[config.mk]
export PLATFORM = sky130hd
export DESIGN_NAME = mer_meter
export DESIGN_NICKNAME = d
export VERILOG_FILES = /design/src/rtl/mer_meter.sv
export SDC_FILE = /design/constraint.sdc
export NUM_CORES = 1
export LEC_CHECK = 0
export ABC_AREA = 1
export BUFFER_PORTS_ARGS = -buffer_cell sky130_fd_sc_hd__buf_2
export CORE_MARGIN = 1
export CORE_UTILIZATION = 45
export DETAILED_ROUTE_END_ITERATION = 8
export PLACE_DENSITY = 0.64
export SLEW_MARGIN = 25
export SYNTH_ARGS = -nofsm -noshare
export SYNTH_HDL_FRONTEND = slang
export SYNTH_SLANG_ARGS = --single-unit
[constraint.sdc]
create_clock -name clk -period 14.42 [get_ports clk]
set_clock_uncertainty 0.2 [all_clocks]
set_input_delay 2.884 -clock clk [delete_from_list [all_inputs] [get_ports clk]]
set_output_delay 2.884 -clock clk [all_outputs]
set_load 0.01 [all_outputs]
[src/rtl/mer_meter.sv]
// Modulation-error-ratio meter for 4-ASK: slices each captured symbol, squares the slicer
// error and averages error power and symbol magnitude over 2^LOG2_SYMS symbols.
module mer_meter #(
    parameter int DATA_WIDTH = 18,
    parameter int LOG2_SYMS  = 10
) (
    input  logic                           clk,
    input  logic                           reset,
    input  logic                           clk_en,
    input  logic                           start,
    input  logic signed [DATA_WIDTH-1:0]   ref_level,
    input  logic signed [DATA_WIDTH-1:0]   decision_variable,
    output logic                           busy,
    output logic                           done,
    output logic        [2*DATA_WIDTH-1:0] err_power,
    output logic        [DATA_WIDTH-1:0]   avg_mag,
    output logic        [1:0]              state_dbg
);

    localparam int SQW = 2*DATA_WIDTH + LOG2_SYMS;
    localparam int MGW = DATA_WIDTH + LOG2_SYMS;

    typedef enum logic [1:0] {
        S_IDLE  = 2'd0,
        S_ACCUM = 2'd1,
        S_FLUSH = 2'd2,
        S_DONE  = 2'd3
    } state_t;

    state_t state_q, state_d;
    logic   flush_q, flush_d;
    logic   capture, clear, load;

    logic [LOG2_SYMS-1:0] cnt_q, cnt_d;

    logic signed [DATA_WIDTH-1:0] dv1_q;
    logic                         v1_q;

    logic [2*DATA_WIDTH-1:0] sq2_q;
    logic [DATA_WIDTH-1:0]   mag2_q;
    logic                    v2_q;

    logic [SQW-1:0] sq_acc_q;
    logic [MGW-1:0] mag_acc_q;

    logic [2*DATA_WIDTH-1:0] err_power_q;
    logic [DATA_WIDTH-1:0]   avg_mag_q;
    logic                    done_q;

    // ---------------- FSM: state register ----------------
    always_ff @(posedge clk or posedge reset) begin
        if (reset) begin
            state_q <= S_IDLE;
            flush_q <= 1'b0;
            cnt_q   <= '0;
        end else begin
            state_q <= state_d;
            flush_q <= flush_d;
            cnt_q   <= cnt_d;
        end
    end

    // ---------------- FSM: next state ----------------
    always_comb begin
        state_d = state_q;
        flush_d = 1'b0;
        cnt_d   = cnt_q;
        case (state_q)
            S_IDLE: begin
                if (start) begin
                    state_d = S_ACCUM;
                    cnt_d   = '0;
                end
            end
            S_ACCUM: begin
                if (clk_en) begin
                    cnt_d = cnt_q + 1'b1;
                    if (cnt_q == {LOG2_SYMS{1'b1}}) state_d = S_FLUSH;
                end
            end
            S_FLUSH: begin
                // Two cycles let the last sample drain through stages 2 and 3.
                flush_d = ~flush_q;
                if (flush_q) state_d = S_DONE;
            end
            default: state_d = S_IDLE;
        endcase
    end

    // ---------------- FSM: outputs ----------------
    always_comb begin
        busy    = (state_q != S_IDLE);
        capture = (state_q == S_ACCUM) && clk_en;
        clear   = (state_q == S_IDLE) && start;
        load    = (state_q == S_DONE);
    end

    assign state_dbg = state_q;

    // ---------------- Stage 1: sample capture ----------------
    always_ff @(posedge clk or posedge reset) begin
        if (reset) begin
            dv1_q <= '0;
            v1_q  <= 1'b0;
        end else begin
            v1_q <= capture;
            if (capture) dv1_q <= decision_variable;
        end
    end

    // ---------------- Stage 2: slicer, error square, magnitude ----------------
    logic signed [DATA_WIDTH:0] a_x, two_a, three_a, dv_x, s_lvl, err;
    logic [DATA_WIDTH-1:0]      err_abs, dv_abs;
    logic [2*DATA_WIDTH-1:0]    ea_x, err_sq;

    always_comb begin
        a_x     = {ref_level[DATA_WIDTH-1], ref_level};
        two_a   = a_x <<< 1;
        three_a = two_a + a_x;
        dv_x    = {dv1_q[DATA_WIDTH-1], dv1_q};
        if (dv_x >= two_a)       s_lvl = three_a;
        else if (dv_x >= 0)      s_lvl = a_x;
        else if (dv_x >= -two_a) s_lvl = -a_x;
        else                     s_lvl = -three_a;
        err = dv_x - s_lvl;
        // |err| < 2^(DATA_WIDTH-1) because 3a is below full scale.
        err_abs = err[DATA_WIDTH] ? DATA_WIDTH'(-err) : DATA_WIDTH'(err);
        ea_x    = {{DATA_WIDTH{1'b0}}, err_abs};
        err_sq  = ea_x * ea_x;
        dv_abs  = dv1_q[DATA_WIDTH-1] ? $unsigned(-dv1_q) : $unsigned(dv1_q);
    end

    always_ff @(posedge clk or posedge reset) begin
        if (reset) begin
            sq2_q  <= '0;
            mag2_q <= '0;
            v2_q   <= 1'b0;
        end else begin
            sq2_q  <= err_sq;
            mag2_q <= dv_abs;
            v2_q   <= v1_q;
        end
    end

    // ---------------- Stage 3: accumulators ----------------
    always_ff @(posedge clk or posedge reset) begin
        if (reset) begin
            sq_acc_q  <= '0;
            mag_acc_q <= '0;
        end else if (clear) begin
            sq_acc_q  <= '0;
            mag_acc_q <= '0;
        end else if (v2_q) begin
            sq_acc_q  <= sq_acc_q + {{LOG2_SYMS{1'b0}}, sq2_q};
            mag_acc_q <= mag_acc_q + {{LOG2_SYMS{1'b0}}, mag2_q};
        end
    end

    // ---------------- Result registers ----------------
    always_ff @(posedge clk or posedge reset) begin
        if (reset) begin
            err_power_q <= '0;
            avg_mag_q   <= '0;
            done_q      <= 1'b0;
        end else begin
            done_q <= load;
            if (load) begin
                err_power_q <= (2*DATA_WIDTH)'(sq_acc_q >> LOG2_SYMS);
                avg_mag_q   <= DATA_WIDTH'(mag_acc_q >> LOG2_SYMS);
            end
        end
    end

    assign err_power = err_power_q;
    assign avg_mag   = avg_mag_q;
    assign done      = done_q;

endmodule

==> flow_summary.json <==
{
  "wl_per_cell_um": 14.57,
  "synth_edf_count": 0,
  "drc": 0,
  "worst_hold_path_type": "reg -> reg",
  "path_clk_slew_ns": 0.07,
  "die_h_um": 235.4,
  "place_congestion": 0.9126,
  "critical-path-slowest-cell": "fa_1",
  "crit_required_ns": 14.62,
  "cts_max_path_buffers": 3,
  "die_w_um": 235.4,
  "yosysSeqAreaShare_pct": 21.94,
  "maxSlewHeadroom_pct": 42.05,
  "die-area_um2": 55430,
  "fin_tns_setup_ns": 0,
  "crit_path_max_incr_delay_ns": 0.58,
  "ios": 98,
  "worstPathMaxFanout": 7,
  "antenna_cells": 0,
  "synth-async-reset-ratio_pct": 100.0,
  "rows": 85,
  "setup_viol": 0,
  "drtIter0Drc": 1235,
  "synth_cells": 3113,
  "fill_cells": 5252,
  "syn_area_um2": 24520,
  "dr.pass1.iters": 5,
  "grt-ovfl-total": 0,
  "worstPathArrival_ns": 13.80,
  "grt.total_usage_pct": 21.27,
  "htree_levels": 1,
  "area.growth.synth_to_final_pct": 9.848,
  "grt_pass1_vias": 19520,
  "multi_input_area_um2": 16740,
  "viasPerCell": 5.040,
  "root_buffer": "clkbuf_16",
  "syn_avg_cell_area_um2": 7.877,
  "synth_ff_type": "dfrtp_1",
  "slew_viol_final": 0,
  "ys_ff_latch": 215,
  "ant_nets": 0,
  "critical_path_class": "in -> reg",
  "clock_sinks": 215,
  "status": "finished, final reports clean",
  "final_layout_size_suffix_gt1_share_pct": 10.21,
  "vias": 19900,
  "max_freq_ghz": 0.07355,
  "clock_latency_ns": 0.53,
  "grt_max_degree": 94,
  "nNetsFinal": 3755,
  "cap_violations": 0,
  "fin_cells": 3948,
  "synth_cell_type_count": 61,
  "dp.cells": 3901,
  "antenna_found_initial": 0,
  "yosysWarnings": 0,
  "end_kind": "register",
  "cts_tree": "built",
  "hold_viol_final": 0,
  "hpwlAfterDp_um": 47040,
  "totalWireLength_um": 57510,
  "fin_crit_ns": 13.60,
  "cp-start-kind": "input port",
  "cp_common_cell": "nand2_1",
  "post-route-period-util_pct": 94.29,
  "tightest_slew_ns": 0.8693,
  "initial_utilization_pct": 45.57,
  "fp.coreArea_um2": 53810,
  "grt_pass1_wl_um": 97520,
  "regArea_um2": 5380,
  "cts_buffers": 22,
  "io_buffers": 97,
  "synth_nets": 3632
}
==> per-stage QoR <==
stage / instance area [um^2] / setup slack [ns] / hold slack [ns] / utilization, %
finish: 26940 / 0.8233 / 0.1860 / 50.06
global route: 26940 / -0.009410 / 0.1984 / 50.06
CTS: 26800 / 0.5894 / 0.1823 / 49.80
detailed placement: 26010 / 0.04825 / 0.1724 / 48.34
global placement: 26010 / 0.1808 / 0.1795 / 48.34
floorplan: 24520 / 1.209 / 0.1312 / -
==> cell families (layout without fill, tap and decap cells) <==
group / after synthesis / count (layout) / synth area share, %
simple gates: 1147 / 1147 / 19.62
buf+inv: 647 / 786 / 10.20
compound gates: 480 / 480 / 11.12
fa+ha+maj: 479 / 479 / 31.21
flops: 215 / 215 / 21.94
xor+xnor: 112 / 112 / 4.398
mux: 33 / 33 / 1.515
==> critical path, delay by kind of cell <==
family                   cells  cell delay, ns
AND/OR/NAND/NOR             27            3.18
adder cells (fa/ha/maj)     10            4.29
buffers and inverters       10            0.91
AO/OA/AOI/OAI               11            1.75
XOR/XNOR                     4            0.71
==> flip-flops by register name (all words and copies together) (netlist names) <==
signal / flops
sq_acc_q: 46
flush_q: 1
err_power: 36
v2_q: 1
avg_mag: 18
sq2_q: 35
state_dbg: 2
mag2_q: 18
v1_q: 1
done: 1
cnt_q: 10
dv1_q: 18
mag_acc_q: 28
==> placed cells by master (no fill, tap or decap), types with 62 or more instances in the layout <==
cell	n
xor2_1	74
buf_2	97
a21oi_1	207
inv_1	562
nor2_1	321
dfrtp_1	215
o21ai_0	142
buf_4	62
ha_1	256
nand3_1	92
nand2_1	590
fa_1	221
==> repair_timing <==
action | 4_1_cts | 5_1_grt
hold buffers | 0 | 0
hold endpoints to repair | 0 | 0
setup endpoints to repair | 0 | 8
setup buffers | 0 | 7
gates resized for setup | 0 | 16
==> layout make-up <==
| cell class | count | area share, % |
|---|---|---|
| clock buffer | 28 | 2.313 |
| clock inverter | 12 | 0.6085 |
| inverter | 587 | 8.208 |
| multi-input combinational | 2251 | 62.13 |
| sequential | 215 | 19.97 |
| tap | 696 | 3.233 |
| timing repair buffer | 159 | 3.530 |
==> final timing paths <==
check                             startpoint             to  slack (ns)  depth (start not counted)
worst min register to register          v1_q           v2_q        0.19                          0
min in group asynchronous              reset  err_power[22]        2.26                          2
max in group asynchronous              reset       dv1_q[1]        9.78                          4
worst min-delay path                    v1_q           v2_q        0.19                          0
worst max-delay path            ref_level[0]      sq2_q[35]        0.82                         62
worst max register to register     dv1_q[17]      sq2_q[35]        3.72                         51
==> cell usage after synthesis, types with 35 or more instances <==
library cell	n	area [um^2]
nand2_1	592	2222
nor3_1	39	195.2
nand3_1	92	460.4
dfrtp_1	215	5380
ha_1	258	3228
xor2_1	76	665.6
nor2_1	323	1212
a21oi_1	208	1041
fa_1	221	4424
inv_1	563	2113
o21ai_0	143	715.7
clkbuf_1	35	131.4
==> per-layer routing <==
layer  vias to the layer above  global-route usage [%]  wire length (um)
li1                      10120                       -                 -
met4                         0                   5.843              1394
met5                         -                       0                 0
met3                        81                   1.724              2227
met1                      9334                   29.70             27350
met2                       365                   35.40             26530
Power is not shown: default switching activity piles up to over one toggle a cycle in this logic, so the estimate is an artifact.
